## src/rtl/clkdiv_period_meter_pkg.sv

```systemverilog
// Shared constants and FSM encoding for the divided-clock period meter.
// Optional build macro used by the top: CLKDIV_PERIOD_METER_JITTER_TOL_EN.
package clkdiv_period_meter_pkg;

    localparam int          DEF_CNT_W          = 32;
    localparam int unsigned DEF_TIMEOUT_CYCLES = 100000000;
    localparam int          DEF_LOCK_COUNT     = 4;

    typedef enum logic [1:0] {
        WAIT_FIRST = 2'd0,
        MEASURE    = 2'd1,
        LOCKED     = 2'd2
    } meter_state_e;

endpackage

```

## src/rtl/clkdiv_period_meter_if.sv

```systemverilog
// Bundles the measured clock input and the meter's result outputs.
// Optional build macro affecting the meter: CLKDIV_PERIOD_METER_JITTER_TOL_EN.
interface clkdiv_period_meter_if
    import clkdiv_period_meter_pkg::*;
#(
    parameter int CNT_W = DEF_CNT_W
);

    logic             div_in;
    logic [CNT_W-1:0] upto_out;
    logic             meas_valid;
    logic             locked;
    logic             stalled;

    modport master (
        output div_in,
        input  upto_out,
        input  meas_valid,
        input  locked,
        input  stalled
    );

    modport slave (
        input  div_in,
        output upto_out,
        output meas_valid,
        output locked,
        output stalled
    );

endinterface

```

## src/rtl/clkdiv_period_meter_sync_edge_detect.sv

```systemverilog
// Two-flop synchroniser plus delay register; pulses for one clk on either edge of din.
// Optional build macro affecting the parent: CLKDIV_PERIOD_METER_JITTER_TOL_EN.
module clkdiv_period_meter_sync_edge_detect (
    input  logic clk,
    input  logic rst_n,
    input  logic din,
    output logic edge_pulse
);

    logic meta;
    logic sync;
    logic dly;

    always_ff @(posedge clk) begin
        if (!rst_n) begin
            meta <= 1'b0;
            sync <= 1'b0;
            dly  <= 1'b0;
        end else begin
            meta <= din;
            sync <= meta;
            dly  <= sync;
        end
    end

    assign edge_pulse = sync ^ dly;

endmodule

```

## src/rtl/clkdiv_period_meter.sv

```systemverilog
// Recovers a clock divider's UPTO setting from the interval between divided-clock edges.
// Build macro CLKDIV_PERIOD_METER_JITTER_TOL_EN relaxes the lock comparison to +/-1.
module clkdiv_period_meter
    import clkdiv_period_meter_pkg::*;
#(
    parameter int          CNT_W          = DEF_CNT_W,
    parameter int          LOCK_COUNT     = DEF_LOCK_COUNT,
    parameter int unsigned TIMEOUT_CYCLES = DEF_TIMEOUT_CYCLES
) (
    input  logic                 clk,
    input  logic                 rst_n,
    clkdiv_period_meter_if.slave bus
);

    localparam logic [1:0] ST_WAIT_FIRST = WAIT_FIRST;
    localparam logic [1:0] ST_MEASURE    = MEASURE;
    localparam logic [1:0] ST_LOCKED     = LOCKED;

    localparam logic [3:0]       LOCK_TARGET = 4'(LOCK_COUNT);
    localparam logic [CNT_W-1:0] TIMEOUT_VAL = CNT_W'(TIMEOUT_CYCLES);

    logic             edge_pulse;
    logic [CNT_W-1:0] cnt;
    logic [CNT_W-1:0] upto_q;
    logic             valid_q;
    logic             locked_q;
    logic             stalled_q;
    logic [3:0]       match_cnt;
    logic [3:0]       match_inc;
    logic [1:0]       state;
    logic             is_match;
    logic             timeout_hit;

    clkdiv_period_meter_sync_edge_detect u_sync (
        .clk        (clk),
        .rst_n      (rst_n),
        .din        (bus.div_in),
        .edge_pulse (edge_pulse)
    );

`ifdef CLKDIV_PERIOD_METER_JITTER_TOL_EN
    logic [CNT_W-1:0] diff;

    always_comb begin
        diff     = (cnt >= upto_q) ? (cnt - upto_q) : (upto_q - cnt);
        is_match = (diff <= CNT_W'(1));
    end
`else
    always_comb begin
        is_match = (cnt == upto_q);
    end
`endif

    // The counter value at the edge pulse is already E-1, i.e. the new UPTO.
    always_comb begin
        match_inc   = (match_cnt >= LOCK_TARGET) ? LOCK_TARGET : match_cnt + 4'd1;
        timeout_hit = (state != ST_WAIT_FIRST) && (cnt == TIMEOUT_VAL);
    end

    always_ff @(posedge clk) begin
        if (!rst_n) begin
            cnt       <= '0;
            upto_q    <= '0;
            valid_q   <= 1'b0;
            locked_q  <= 1'b0;
            stalled_q <= 1'b0;
            match_cnt <= '0;
            state     <= ST_WAIT_FIRST;
        end else begin
            valid_q <= 1'b0;

            if (edge_pulse) begin
                cnt <= '0;
            end else if (cnt != '1) begin
                cnt <= cnt + 1'b1;
            end

            // An edge always takes priority over a coincident timeout.
            if (edge_pulse) begin
                stalled_q <= 1'b0;
                if (state == ST_WAIT_FIRST) begin
                    state <= ST_MEASURE;
                end else begin
                    upto_q  <= cnt;
                    valid_q <= 1'b1;
                    if (is_match) begin
                        match_cnt <= match_inc;
                        if (match_inc == LOCK_TARGET) begin
                            locked_q <= 1'b1;
                            state    <= ST_LOCKED;
                        end
                    end else begin
                        match_cnt <= 4'd1;
                        locked_q  <= 1'b0;
                        state     <= ST_MEASURE;
                    end
                end
            end else if (timeout_hit) begin
                stalled_q <= 1'b1;
                locked_q  <= 1'b0;
                match_cnt <= '0;
                state     <= ST_WAIT_FIRST;
            end
        end
    end

    assign bus.upto_out   = upto_q;
    assign bus.meas_valid = valid_q;
    assign bus.locked     = locked_q;
    assign bus.stalled    = stalled_q;

endmodule
```

## src/flat_wrapper.sv

```systemverilog
// flat-port wrapper written by rule: the top's interface ports become plain ports
module clkdiv_period_meter_flat import clkdiv_period_meter_pkg::*;
#(
    parameter int          CNT_W          = DEF_CNT_W,
    parameter int          LOCK_COUNT     = DEF_LOCK_COUNT,
    parameter int unsigned TIMEOUT_CYCLES = DEF_TIMEOUT_CYCLES
)
  (clk, rst_n, bus_div_in, bus_upto_out, bus_meas_valid, bus_locked, bus_stalled);
  clkdiv_period_meter_if #(.CNT_W(CNT_W)) bus_i ();
  input  logic clk;
  input  logic rst_n;
  input wire logic [$bits(bus_i.div_in)-1:0] bus_div_in;
  output wire logic [$bits(bus_i.upto_out)-1:0] bus_upto_out;
  output wire logic [$bits(bus_i.meas_valid)-1:0] bus_meas_valid;
  output wire logic [$bits(bus_i.locked)-1:0] bus_locked;
  output wire logic [$bits(bus_i.stalled)-1:0] bus_stalled;
  assign bus_i.div_in = bus_div_in;
  assign bus_upto_out = bus_i.upto_out;
  assign bus_meas_valid = bus_i.meas_valid;
  assign bus_locked = bus_i.locked;
  assign bus_stalled = bus_i.stalled;
  clkdiv_period_meter #(.CNT_W(CNT_W), .LOCK_COUNT(LOCK_COUNT), .TIMEOUT_CYCLES(TIMEOUT_CYCLES)) u_core (.clk(clk), .rst_n(rst_n), .bus(bus_i));
endmodule
```

## config.mk

```make
export PLATFORM = sky130hd
export DESIGN_NAME = clkdiv_period_meter_flat
export DESIGN_NICKNAME = d
export VERILOG_FILES = /design/src/rtl/clkdiv_period_meter_pkg.sv /design/src/rtl/clkdiv_period_meter_if.sv /design/src/rtl/clkdiv_period_meter_sync_edge_detect.sv /design/src/rtl/clkdiv_period_meter.sv /design/src/flat_wrapper.sv
export SDC_FILE = /design/constraint.sdc
export NUM_CORES = 1
export LEC_CHECK = 0
export BUFFER_PORTS_ARGS = -buffer_cell sky130_fd_sc_hd__buf_2
export CORE_MARGIN = 2
export CORE_UTILIZATION = 50
export DETAILED_ROUTE_END_ITERATION = 8
export PLACE_DENSITY_LB_ADDON = 0.08
export SLEW_MARGIN = 5
export SYNTH_ARGS = -nofsm -noshare
export SYNTH_HDL_FRONTEND = slang
export SYNTH_HIERARCHICAL = 1
export SYNTH_SLANG_ARGS = --single-unit
export TNS_END_PERCENT = 5
```

## constraint.sdc

```tcl
create_clock -name clk -period 1.96 [get_ports clk]
set_input_delay 0.392 -clock clk [delete_from_list [all_inputs] [get_ports clk]]
set_output_delay 0.392 -clock clk [all_outputs]
set_load 0.01 [all_outputs]
```

# ---- After elaboration in Yosys (flattened, before gate mapping)
# Index checks and enable logic that the tools add are counted.
dict set report totals {
  mem_count 0
  ramBits 0
  romBits 0
  word_cells 49
  reg_bits 76
  latchBits 0
  output_inout_bits 35
}
dict set report op_classes {
  reduce_logical 10
  shift 0
  n_mul 0
  order_cmp 1
  add_sub_neg 2
  eq_ne 7
  mux 16
  bitwise_logic 3
  n_div 0
}
# operator count
set op_table {}
lappend op_table {{adder 32 x 1 -> 32 bit, second input constant} 1}
lappend op_table {{== test 32 x 27 -> 1 bit, second input constant} 1}
lappend op_table {{== test 32 bit} 1}
lappend op_table {{inequality test 32 bit, second input constant} 1}
lappend op_table {{two-way mux 4 bit} 5}
lappend op_table {{two-way mux 2 bit} 5}
lappend op_table {{AND reduction 2 bit} 4}
lappend op_table {{two-way mux 1 bit} 6}
lappend op_table {{adder 4 x 1 -> 4 bit, second input constant} 1}
lappend op_table {{== test 4 x 3 -> 1 bit, second input constant} 1}
lappend op_table {{>= comparator 4 x 3 -> 1 bit, second input constant} 1}
lappend op_table {{inequality test 4 bit, second input constant} 1}
lappend op_table {{nonzero test 2 bit} 2}
lappend op_table {{inequality test 3 bit, second input constant} 1}
lappend op_table {{AND reduction 3 bit} 1}
lappend op_table {{logical NOT 2 bit} 1}
lappend op_table {{inequality test 2 bit, second input constant} 1}
lappend op_table {{NOT 1 bit} 2}
lappend op_table {{OR reduction 2 bit} 1}
lappend op_table {{logical AND 1 bit} 1}
lappend op_table {{bitwise XOR 1 bit} 1}

# ---- Logic depth before layout (Yosys ltp)
dict set report depth {
  depth_word 7
  mapped_depth 9
}

# ---- Cells and area by module
# The synthesis kept the hierarchy.
# module area_per_inst_um2 cells_each n_inst
set modules_own_cells {}
lappend modules_own_cells {clkdiv_period_meter 3923.8 463 1}
lappend modules_own_cells {clkdiv_period_meter_sync_edge_detect 88.8 7 1}

# ---- Worst setup path before layout
# OpenSTA, ideal clock, no wires.
dict set report synth_path {
  path_type {reg-to-reg}
  startpoint {register u_core.cnt[1]}
  endpoint {register u_core.cnt[1]}
  arrival_time_ns 1.968
  stages_incl_launch_ff 10
  slack_ns -0.135
  setup_ns 0.128
  synth_period_minus_slack_ns 2.095
  path_cell_list {dfxtp_1 > ha_1 > nand2_1 > or4_1 > buf_6 > nor3_4 > buf_6 > buf_12 > mux2i_1 > nor2_1}
}
dict set report synth_between {
  elab_chain_cells 1
  word_cells_on_any_way 2
  classes_between {1 x add/sub; 1 x eq/ne}
}
# item line_no
set synth_lines {}
lappend synth_lines {{from (decl)} clkdiv_period_meter.sv:23} ;# logic [CNT_W-1:0] cnt;
lappend synth_lines {{from (signal assigned)} clkdiv_period_meter.sv:75} ;# cnt <= cnt + 1'b1;
lappend synth_lines {{adder 32 x 1 -> 32 bit / inequality test 32 bit (equally long branches)} {clkdiv_period_meter.sv:75, clkdiv_period_meter.sv:74}}
# Several ways; a longest one is shown, not always the timed one.
# A chain may end at the register's enable or synchronous reset.

# ---- Worst setup path after layout
dict set report layout_path {
  startpoint {register u_core.cnt[9]}
  endpoint {register u_core.match_cnt[0]}
}
dict set report layout_between {
  elab_chain_cells 4
  word_cells_on_any_way 8
  classes_between {2 x eq/ne; 3 x mux; 3 x reduce/logical}
}
# item line_no
set layout_lines {}
lappend layout_lines {{== test 32 bit / == test 32 x 27 -> 1 bit (equally long branches)} {clkdiv_period_meter.sv:50, clkdiv_period_meter.sv:57}}
lappend layout_lines {{two-way mux 4 bit / logical AND 1 bit (equally long branches)} {clkdiv_period_meter.sv:86, clkdiv_period_meter.sv:57}}
lappend layout_lines {{two-way mux 4 bit / nonzero test 2 bit (equally long branches)} --}
lappend layout_lines {{two-way mux 4 bit / AND reduction 2 bit (equally long branches)} --}
lappend layout_lines {{to (signal assigned)} clkdiv_period_meter.sv:87} ;# match_cnt <= match_inc;
lappend layout_lines {{to (decl)} clkdiv_period_meter.sv:28} ;# logic [3:0] match_cnt;
# Several ways; a longest one is shown, not always the timed one. The select of a mux whose other input is x is not followed.

==> flow_summary_export.csv <==
group,metric,value,unit
outcome,run_status,"completed",
worst_setup_path,critical_path.startpoint_type,"register",
sta,fmaxAchievable,524,MHz
worst_setup_path,r2r-end,"u_core/match_cnt[0]",
drt,avgViaCountPerCell,5.66,
synth,multiplexer_area_fraction_after_synthesis,0.499,%
power,p_total,2810,µW
sta,fin_crit_sh,97.4,%
floorplan,rows,32,
clock_network,clkSlewWorstSetupHoldPaths,80,ps
clock_network,cts_setup_buffers,0,
floorplan,top_level_ports,38,
sta,timing.final.max_slew_violations,0,
worst_setup_path,setup.worst_path.end,"u_core/match_cnt[0]",
worst_setup_path,required,2210,ps
placed_design,finalWeightedCongestion,0.847,
synth,synthMostInstantiatedCell,"sky130_fd_sc_hd__nand2_1",
power,power.combinational.fraction,5.1,%
worst_setup_path,setup.worst_path.end_class,"register",
clock_network,max-clock-path-buffers,2,
worst_setup_path,worst_setup_path_startpoint,"u_core/cnt[9]",
drt,routed-wl-met2,5.17,mm
sta,finalSetupViolations,0,
synth,dominant_synthesized_flop_cell,"sky130_fd_sc_hd__dfxtp_1",
drt,met1_length,5.06,mm
drt,drt-total-wl,11.1,mm
grt,grt_first_pass_wirelength,17.5,mm
clock_network,htree_levels,3,
synth,synth_common_cells,"80 x sky130_fd_sc_hd__nand2_1, 76 x sky130_fd_sc_hd__dfxtp_1, 43 x sky130_fd_sc_hd__xnor2_1",
clock_network,number_of_buffers_inserted_during_clock_tree_synthesis,9,
layout,final-instance-count-excl-fill,649,
sta,report.final.hold_viol_count,0,
synth,yosys.area.top_type,"sky130_fd_sc_hd__dfxtp_1",
grt,grt-ovfl-total,0,
clock_network,clkLatencyLatePin,360,ps
power,peakVddDrop,0.378,mV
synth,complex_gate_fraction_of_the_synthesized_area,17.0,%
synth,synth_top_family_by_area,"simple AND/OR/NAND/NOR gates",
drt,routed.top_layer,"met4",
synth,basic_gate_share_of_the_synthesized_area_counting_and_or_nand_and_nor_cells,26.1,%
drt,via_count,3671,
layout,filler_cell_count,677,
placed_design,placed_cells,633,
placed_design,port_buffers,37,
synth,yosysTopAreaCellShare,37.9,%
grt,grt_use_total,26.1,%
worst_setup_path,worstPathCellList,"buf_4 > xnor2_1 > nand4_1 > nor4_2 > buf_4 > o311ai_0 > a32o_1",
power,sequentialPowerShare,55.5,%
synth,ys_async_sr_fraction,0,%
worst_setup_path,r2r-start,"u_core/cnt[9]",
power,cellPowerDensity,575,mW/mm²
grt,first_global_vias,3413,
worst_setup_path,worst-setup-path-type,"reg2reg",
layout,insertedDiodeCount,0,
synth,yosys_warnings,6,
synth,ys_seq_elements,76,
grt,grt_antenna_before_repair,0,
run,max_cap_violations,0,
power,power.switching_fraction,25.1,%
synth,synth.net_count,476,
grt,largest_net_degree_at_the_start_of_global_routing,35,
synth,arithmetic_cell_share_of_the_synthesized_area_counting_full_adders_half_adders_and_majority_gates,0.935,%
synth,avgSynthCellArea,8.54,µm²
layout,final_net_count,548,
floorplan,die_y,93.6,µm
sta,fin_skew,11.4,ps
drt,drt_drc_violations_left,0,
floorplan,initial_utilization,51.7,%
synth,library_cells_used_by_synthesis,58,
synth,ys_seq_area_share,37.9,%
worst_setup_path,worstRegToRegCells,7,
floorplan,die_area,0.00876,mm²
synth,synth_top_cells_by_area,"sky130_fd_sc_hd__dfxtp_1 38%, sky130_fd_sc_hd__xnor2_1 9.4%, sky130_fd_sc_hd__nand2_1 7.5%",
synth,synth_cells,470,
layout,area.growth.synth_to_final,22.0,%
drt,post_drt_wl_per_cell,17.2,µm
clock_network,clockRootBuffer,"sky130_fd_sc_hd__clkbuf_8",
power,internal_power,2110,µW
power,static-leakage-power,0.00179,µW
drt,detailroute.wirelength.met3,546,µm
drt,detailedRoute.firstPassIterationCount,5,
worst_setup_path,rrSetupSlack,50,ps
power,clock_power_share,39.4,%
worst_setup_path,crit_slowest_cell,"sky130_fd_sc_hd__dfxtp_2",
sta,worst_slew_margin_rel,61.5,%
hold_path,hold_class,"in2reg",
drt,first_iter_violations,210,
clock_network,cts_num_sinks,76,
clock_network,tritoncts,"done",
sta,unrepaired_setup_endpoints_after_global_routing,"true",
worst_setup_path,crit_path_frequent_cell,"sky130_fd_sc_hd__buf_4",
synth,synthesis.area,0.00401,mm²
placed_design,post-dp-hpwl,8.17,mm
sta,worst_pin_slew,576,ps
floorplan,die_width,93.6,µm
synth,yosys.area_share.xor_xnor,10.7,%
drt,detail-route-antenna-nets,0,
worst_setup_path,critPathArrivalTime,2160,ps
synth,synth-edff-count,0,
floorplan,coreArea,0.00777,mm²
sta,final_period_minus_worst_setup_slack,1910,ps
layout,layout-drive-gt1-share,29.4,%
worst_setup_path,critPathMaxFanout,6,
worst_setup_path,critical_path_s_largest_stage_delay,340,ps
power,switching_power,707,µW
## per-stage QoR
step	cell area (µm²)	setup TNS, ps	hold WS, ps	util, %	worst slack [ps]
2_1_floorplan	4020	-65.1	406	-	-62.8
3_3_place_gp	4650	-0.494	417	59.9	-0.494
3_5_place_dp	4650	-23.4	426	59.9	-23.4
4_1_cts	4840	0	232	62.3	24.5
5_1_grt	4890	-79.8	231	63.0	-55.7
6_report	4890	0	239	63.0	50.1
## state kept, by name, indices dropped and copies added (netlist names)
signal,count
u_core/u_sync/meta,1
u_core/state,2
u_core/u_sync/dly,1
u_core/u_sync/sync,1
u_core/cnt,32
u_core/bus.meas_valid,1
u_core/bus.upto_out,32
u_core/bus.stalled,1
u_core/match_cnt,4
u_core/bus.locked,1
## power by group through the flow
stage          Clock [µW]  Sequential (µW)  Combinational (µW)
5_1_grt              1210             1560                 155
4_1_cts              1140             1560                 140
3_5_place_dp            0             1600                 140
6_report             1110             1560                 144
2_1_floorplan           0             1600                85.4
3_3_place_gp            0             1600                 138
## worst max-delay path, delay by kind of cell (launching register included)
| kind | cells | cell delay [ps] |
|---|---|---|
| flops | 1 | 340 |
| simple gates | 2 | 490 |
| buf+inv | 2 | 340 |
| xor+xnor | 1 | 240 |
| compound gates | 2 | 380 |
## cell families (layout without fill, tap and decap cells)
kind of cell,count (synthesis),in the layout
buffers and inverters,54,131
and+or+nand+nor,193,193
xor gates and xnor gates,49,49
muxes,2,2
DFF,76,76
AOI/OAI and AO/OA,93,93
adders and majority gates,3,3
## layout by cell type (no fill, tap or decap), types with 3 or more instances in the layout
cell type	synthesis	final
sky130_fd_sc_hd__nand2_1	80	79
sky130_fd_sc_hd__buf_4	9	71
sky130_fd_sc_hd__dfxtp_1	76	66
sky130_fd_sc_hd__xnor2_1	43	43
sky130_fd_sc_hd__buf_2	6	37
sky130_fd_sc_hd__a21boi_0	35	35
sky130_fd_sc_hd__nor2_1	20	20
sky130_fd_sc_hd__a21oi_1	16	16
sky130_fd_sc_hd__nand4_1	15	15
sky130_fd_sc_hd__nand3_1	16	15
sky130_fd_sc_hd__o31ai_1	12	12
sky130_fd_sc_hd__or4_1	13	11
sky130_fd_sc_hd__clkbuf_8	0	10
sky130_fd_sc_hd__dfxtp_2	0	10
sky130_fd_sc_hd__nor4_1	10	7
sky130_fd_sc_hd__xor2_1	6	6
sky130_fd_sc_hd__inv_1	5	5
sky130_fd_sc_hd__o2111ai_1	5	5
sky130_fd_sc_hd__and4_1	5	5
sky130_fd_sc_hd__and2_1	5	5
sky130_fd_sc_hd__clkinvlp_4	0	4
sky130_fd_sc_hd__a31oi_1	4	4
sky130_fd_sc_hd__nor4_2	0	3
sky130_fd_sc_hd__and3_1	3	3
sky130_fd_sc_hd__o21ai_0	3	3
sky130_fd_sc_hd__or3_1	4	3
## per-layer routing
metal  global-route usage [%]  vias up
met2                     40.4      104
li1                         -     1800
met4                     12.1        0
met3                     4.27       30
met1                     35.7     1737
met5                        0        -
## worst min path at each step
stage,to,start,slack (ps),cells past startpoint
final,u_core/u_sync/meta,bus_div_in,240,2
after floorplan,u_core/u_sync/sync,u_core/u_sync/meta,410,1
after detailed placement,u_core/u_sync/sync,u_core/u_sync/meta,430,1
after global placement,u_core/u_sync/sync,u_core/u_sync/meta,420,1
after CTS,u_core/u_sync/meta,bus_div_in,230,2
after global routing,u_core/u_sync/meta,bus_div_in,230,2
## final cells by class
type                            instances  area (µm²)  area share (%)
Multi-Input combinational cell        340        2280            46.5
Sequential cell                        76        1530            31.3
Timing Repair Buffer                  110         758            15.5
Clock buffer                           10         138            2.81
Tap cell                              102         128            2.61
Clock inverter                          6        40.0           0.818
Inverter                                5        18.8           0.384
## timing repair
| action | in CTS | in global routing |
|---|---|---|
| hold endpoints to repair | 0 | 0 |
| pin swaps | 0 | 3 |
| endpoints found under the setup margin | 3 | 13 |
| gates resized for setup | 3 | 17 |
| hold buffers | 0 | 0 |
Power figures use the tool's default switching activity.
